$ cat src/rtl/sfx_trigger_scheduler.sv
// sfx_trigger_scheduler
// Queues one-cycle sound-effect requests and replays them as stretched,
// rate-limited trigger pulses for the jump/score/death tone generators.
//
// Ports:
//   clock, reset            system clock, synchronous active-high reset
//   req_valid, req_code     request strobe and code (0=jump, 1=score, 2=death)
//   clear_flags             clears the sticky overflow/illegal flags
//   trig_jump/score/death   registered trigger pulses, PULSE_CYCLES wide
//   ch_holdoff              per-channel retrigger holdoff active (bit i = code i)
//   pending                 request FIFO occupancy
//   overflow, illegal       sticky: request dropped on full FIFO / code > 2
//
// Build option: define SFX_DEATH_PREEMPT_EN to let a death request flush the
// queue and abort any pulse in progress. It is disabled by default.
module sfx_trigger_scheduler #(
    parameter int unsigned DEPTH          = 4,
    parameter int unsigned PULSE_CYCLES   = 8,
    parameter int unsigned HOLDOFF_CYCLES = 1024,
    parameter int unsigned CW             = 16
) (
    input  logic                     clock,
    input  logic                     reset,
    input  logic                     req_valid,
    input  logic [31:0]              req_code,
    input  logic                     clear_flags,
    output logic                     trig_jump,
    output logic                     trig_score,
    output logic                     trig_death,
    output logic [2:0]               ch_holdoff,
    output logic [$clog2(DEPTH):0]   pending,
    output logic                     overflow,
    output logic                     illegal
);

    localparam int unsigned AW = $clog2(DEPTH);
    localparam int unsigned PW = AW + 1;

    typedef enum logic {S_IDLE, S_PULSE} state_t;

    state_t          state_q, state_d;
    logic [1:0]      fifo_q [DEPTH];
    logic [1:0]      fifo_d [DEPTH];
    logic [PW-1:0]   wr_q, wr_d, rd_q, rd_d;
    logic [CW-1:0]   pulse_q, pulse_d;
    logic [CW-1:0]   hold_q [3];
    logic [CW-1:0]   hold_d [3];
    logic [2:0]      trig_q, trig_d;
    logic            overflow_q, overflow_d;
    logic            illegal_q, illegal_d;

    logic [PW-1:0]   count_c;
    logic            full_c, empty_c;
    logic [1:0]      head_c;
    logic            head_free_c;
    logic            req_legal_c, req_bad_c, death_c;
    logic            pop_c, push_c, drop_c;

    // Request decode and FIFO status
    assign req_legal_c = req_valid && (req_code < 32'd3);
    assign req_bad_c   = req_valid && (req_code > 32'd2);
    assign count_c     = wr_q - rd_q;
    assign full_c      = (count_c == PW'(DEPTH));
    assign empty_c     = (wr_q == rd_q);
    assign head_c      = fifo_q[rd_q[AW-1:0]];

`ifdef SFX_DEATH_PREEMPT_EN
    assign death_c = req_valid && (req_code == 32'd2);
`else
    assign death_c = 1'b0;
`endif

    // A counter at 1 expires on this edge, so the channel may relaunch now;
    // this keeps rising edges exactly HOLDOFF_CYCLES apart.
    always_comb begin
        head_free_c = 1'b0;
        case (head_c)
            2'd0:    head_free_c = (hold_q[0] <= CW'(1));
            2'd1:    head_free_c = (hold_q[1] <= CW'(1));
            2'd2:    head_free_c = (hold_q[2] <= CW'(1));
            default: head_free_c = 1'b0;
        endcase
    end

    assign pop_c  = (state_q == S_IDLE) && !empty_c && head_free_c && !death_c;
    assign push_c = req_legal_c && !death_c && (!full_c || pop_c);
    assign drop_c = req_legal_c && !death_c && full_c && !pop_c;

    // State register
    always_ff @(posedge clock) begin
        if (reset) state_q <= S_IDLE;
        else       state_q <= state_d;
    end

    // Next-state logic
    always_comb begin
        state_d = state_q;
        if (death_c) begin
            state_d = S_PULSE;
        end else begin
            case (state_q)
                S_IDLE:  if (pop_c) state_d = S_PULSE;
                S_PULSE: if (pulse_q == CW'(1)) state_d = S_IDLE;
                default: state_d = S_IDLE;
            endcase
        end
    end

    // Outputs, FIFO and counters
    always_comb begin
        fifo_d     = fifo_q;
        wr_d       = wr_q;
        rd_d       = rd_q;
        pulse_d    = pulse_q;
        trig_d     = trig_q;
        overflow_d = (overflow_q && !clear_flags) || drop_c;
        illegal_d  = (illegal_q && !clear_flags) || req_bad_c;
        for (int i = 0; i < 3; i++) begin
            hold_d[i] = (hold_q[i] != '0) ? hold_q[i] - CW'(1) : '0;
        end

        if (push_c) begin
            fifo_d[wr_q[AW-1:0]] = req_code[1:0];
            wr_d                 = wr_q + PW'(1);
        end
        if (pop_c) rd_d = rd_q + PW'(1);

        case (state_q)
            S_IDLE: begin
                if (pop_c) begin
                    pulse_d = CW'(PULSE_CYCLES);
                    trig_d  = 3'(3'b001 << head_c);
                    for (int i = 0; i < 3; i++) begin
                        if (head_c == 2'(i)) hold_d[i] = CW'(HOLDOFF_CYCLES);
                    end
                end
            end
            S_PULSE: begin
                pulse_d = pulse_q - CW'(1);
                if (pulse_q == CW'(1)) trig_d = 3'b000;
            end
            default: trig_d = 3'b000;
        endcase

        // Death preemption overrides everything queued or in flight
        if (death_c) begin
            rd_d      = wr_q;
            pulse_d   = CW'(PULSE_CYCLES);
            trig_d    = 3'b100;
            hold_d[2] = CW'(HOLDOFF_CYCLES);
        end
    end

    // Datapath registers
    always_ff @(posedge clock) begin
        if (reset) begin
            for (int i = 0; i < int'(DEPTH); i++) fifo_q[i] <= '0;
            for (int i = 0; i < 3; i++) hold_q[i] <= '0;
            wr_q       <= '0;
            rd_q       <= '0;
            pulse_q    <= '0;
            trig_q     <= '0;
            overflow_q <= 1'b0;
            illegal_q  <= 1'b0;
        end else begin
            fifo_q     <= fifo_d;
            hold_q     <= hold_d;
            wr_q       <= wr_d;
            rd_q       <= rd_d;
            pulse_q    <= pulse_d;
            trig_q     <= trig_d;
            overflow_q <= overflow_d;
            illegal_q  <= illegal_d;
        end
    end

    assign trig_jump  = trig_q[0];
    assign trig_score = trig_q[1];
    assign trig_death = trig_q[2];
    assign ch_holdoff = {hold_q[2] != '0, hold_q[1] != '0, hold_q[0] != '0};
    assign pending    = count_c;
    assign overflow   = overflow_q;
    assign illegal    = illegal_q;

endmodule

$ cat config.mk
export PLATFORM = sky130hd
export DESIGN_NAME = sfx_trigger_scheduler
export DESIGN_NICKNAME = d
export VERILOG_FILES = /design/src/rtl/sfx_trigger_scheduler.sv
export SDC_FILE = /design/constraint.sdc
export NUM_CORES = 1
export LEC_CHECK = 0
export CORE_UTILIZATION = 50
export CTS_BUF_LIST = sky130_fd_sc_hd__clkbuf_8
export CTS_CLUSTER_SIZE = 10
export DETAILED_ROUTE_END_ITERATION = 12
export HOLD_SLACK_MARGIN = 0.1
export PLACE_DENSITY = 0.72
export SLEW_MARGIN = 20
export SYNTH_ARGS = -nofsm -noshare
export SYNTH_HDL_FRONTEND = slang
export SYNTH_SLANG_ARGS = --single-unit
$ cat constraint.sdc
create_clock -name clock -period 5.97 [get_ports clock]
set_input_delay 0.8955 -clock clock [delete_from_list [all_inputs] [get_ports clock]]
set_output_delay 0.8955 -clock clock [all_outputs]
set_load 0.1 [all_outputs]
==> results.json <==
{
  "status": "finished, final reports clean",
  "grt_pass1_vias": 3399,
  "dr.pass1.iters": 4,
  "multi_input_area_mm2": 0.00231,
  "initial_core_util": 0.527,
  "worstMarginPinSlew_ns": 0.987,
  "p_sw_frac": 0.411,
  "clk_pin_slew_ns": 0.09,
  "hold_path.class": "reg -> reg",
  "crit_required_ns": 5.07,
  "tns_ns": 0,
  "mostFrequentLayoutCells": "dfxtp_1 (84), nor2_1 (66), clkdlybuf4s50_1 (46)",
  "fmax_mhz": 264,
  "ys_ff_latch": 84,
  "clk_path_buf_depth": 2,
  "rows": 32,
  "peakVddDrop_v": 0.000148,
  "die_y_um": 93.0,
  "antenna_found_initial": 0,
  "p_clk_frac": 0.174,
  "regArea_mm2": 0.00168,
  "pwr-share-seq": 0.384,
  "gr-total-overflow": 0,
  "drtAntennaViolNets": 0,
  "p_per_area_mw_per_mm2": 449,
  "drc": 0,
  "gp_congestion": 0.789,
  "num_vias": 3529,
  "dp.cells": 612,
  "post_cts_buffers": 0,
  "synth-edff-count": 0,
  "report.final.slew_viol_count": 0,
  "min_period_over_period": 0.635,
  "p_comb_frac": 0.442,
  "dieWidth_um": 93.0,
  "p_leak_nw": 1.73,
  "grt_max_degree": 47,
  "r2r_end": "rd_q[2]",
  "insertion_delay_ns": 0.36,
  "cts.htree.levels": 3,
  "cp_max_fo": 5,
  "final_common_cell": "dfxtp_1",
  "grt_pass1_wl_mm": 15.2,
  "root_buffer": "clkbuf_8",
  "nFillCells": 718,
  "drt_iter0_drc": 121,
  "r2r_cells": 7,
  "synthArstFlopShare": 0,
  "timing.reg2reg.setup_slack_ns": 3.01,
  "hold_viol": 0,
  "drt_wl_total_mm": 8.81,
  "finalNetCount": 576,
  "ctsResizeCount": 0,
  "hold_buffers": 0,
  "cp-end-kind": "primary output",
  "cts_sinks": 84,
  "dp_hpwl_mm": 6.34,
  "wl_per_cell_um": 14.0,
  "port_buffers": 46,
  "dieArea_mm2": 0.00864,
  "r2r_start": "rd_q[0]",
  "critPathArrivalTime_ns": 2.90,
  "syn2layout_area_growth_pct": 17.3,
  "rsz0062_at_grt": "false",
  "syn_nets": 530,
  "core_mm2": 0.00785,
  "min_period_ns": 3.79,
  "crit_path_start": "wr_q[0]",
  "yosys_warnings": 0,
  "num_io_pins": 47,
  "antennaDiodeCount": 0,
  "viasPerCell": 5.62,
  "synth.avg_cell_area_um2": 8.71,
  "finalSetupViolCount": 0,
  "hold_depth": 2,
  "critPathLaunchType": "flop",
  "endpoint": "pending[2]",
  "syn_inst": 475,
  "cts_tree": "yes",
  "switchingPower_mw": 0.897,
  "skew_ns": 0.0106,
  "ys_seq_area_frac": 0.406,
  "power.internal_mw": 1.28,
  "drive_above_1_share": 0.0684,
  "maxSlewHeadroom": 0.340,
  "numCtsBuffers": 9,
  "grt_use_total": 0.220,
  "final_cells": 628,
  "synth_ff_type": "dfxtp_1",
  "synth.cell_area_mm2": 0.00414,
  "critPathKind": "reg -> out",
  "synth_cell_type_count": 52,
  "power.total_mw": 2.18,
  "cap_violations": 0
}
[power by group through the flow]
stage                     registers (mW)  clock network [mW]  logic [mW]
after floorplan                    0.822                   0       0.794
after global placement             0.841                   0       0.940
after detailed placement           0.846                   0       0.964
after CTS                          0.837               0.388       0.971
after global routing               0.859               0.413        1.08
final                              0.838               0.379       0.964
[state kept, by name, indices dropped and copies added, names as in the netlist]
| signal | flops |
|---|---|
| fifo_q | 8 |
| hold_q | 48 |
| illegal | 1 |
| overflow | 1 |
| pulse_q | 16 |
| rd_q | 3 |
| state_q | 1 |
| trig_q | 3 |
| wr_q | 3 |
[metrics by stage]
| step | util | setup WS (ns) | hold WS [ns] | cell area (um2) |
|---|---|---|---|---|
| 3_5_place_dp | 0.595 | 2.56 | 0.458 | 4670 |
| 4_1_cts | 0.618 | 2.16 | 0.470 | 4850 |
| 5_1_grt | 0.618 | 2.02 | 0.502 | 4850 |
| 2_1_floorplan | - | 2.05 | 0.436 | 4140 |
| 3_3_place_gp | 0.595 | 2.63 | 0.448 | 4670 |
| 6_report | 0.618 | 2.18 | 0.472 | 4850 |
[layout make-up]
type,count,share of cell area
tap,102,0.0263
multi-input combinational,359,0.476
clock buffer,11,0.0312
inverter,19,0.0147
clock inverter,5,0.00748
timing repair buffer,48,0.0980
sequential,84,0.346
[worst max-delay path: stages (launching register included)]
cell and delay, ns:
dfxtp_1 0.37, inv_1 0.11, ha_1 0.22, fa_1 0.38, xnor2_1 0.26, clkdlybuf4s50_1 1.19
[synth_stat cells, types with 2 or more instances]
library cell / n / area share
o31ai_2: 3 / 0.0091
buf_2: 3 / 0.0036
nor3b_1: 3 / 0.0054
a21o_1: 2 / 0.0036
or4_1: 6 / 0.011
and3_1: 2 / 0.0030
o21ai_0: 13 / 0.016
xnor2_1: 32 / 0.068
or2_2: 5 / 0.0076
nand4_1: 15 / 0.023
and4_1: 2 / 0.0042
nor2_1: 66 / 0.060
nor2b_1: 4 / 0.0060
nor3_1: 19 / 0.023
o41ai_1: 3 / 0.0064
nand2b_1: 4 / 0.0060
dfxtp_1: 84 / 0.41
nor4_1: 22 / 0.033
ha_1: 18 / 0.054
mux4_2: 2 / 0.011
clkbuf_1: 6 / 0.0054
o31ai_1: 3 / 0.0054
o31a_1: 2 / 0.0042
xor2_1: 9 / 0.019
nand2_1: 32 / 0.029
nand3_1: 23 / 0.028
nand4b_1: 3 / 0.0064
and2_1: 2 / 0.0030
nand3b_1: 2 / 0.0036
buf_4: 2 / 0.0036
inv_1: 19 / 0.017
or3_1: 6 / 0.0091
a21oi_1: 36 / 0.044
o311ai_0: 3 / 0.0064
buf_6: 2 / 0.0054
[worst min-delay path by stage]
| stage | from | to |
|---|---|---|
| after global routing | hold_q[0] | hold_q[0] |
| after floorplan | hold_q[7] | hold_q[7] |
| after CTS | hold_q[7] | hold_q[7] |
| final | hold_q[7] | hold_q[7] |
| after global placement | hold_q[7] | hold_q[7] |
| after detailed placement | hold_q[7] | hold_q[7] |
[logic make-up (layout without fill, tap and decap cells)]
family | Yosys count | in the layout | share of synthesized area
AOI/OAI and AO/OA | 75 | 75 | 0.122
muxes | 2 | 2 | 0.0109
buffers and inverters | 32 | 83 | 0.0354
xor gates and xnor gates | 41 | 41 | 0.0868
adders and majority gates | 19 | 19 | 0.0593
DFF | 84 | 84 | 0.406
and+or+nand+nor | 222 | 222 | 0.279
[layer usage]
metal | global-route usage | up-vias | wire (um)
li1 | - | 1790 | -
met5 | 0 | - | 0
met2 | 0.367 | 57 | 4280
met4 | 0.0756 | 0 | 168
met1 | 0.270 | 1669 | 4070
met3 | 0.0642 | 13 | 285
Power figures use the tool's default switching activity.
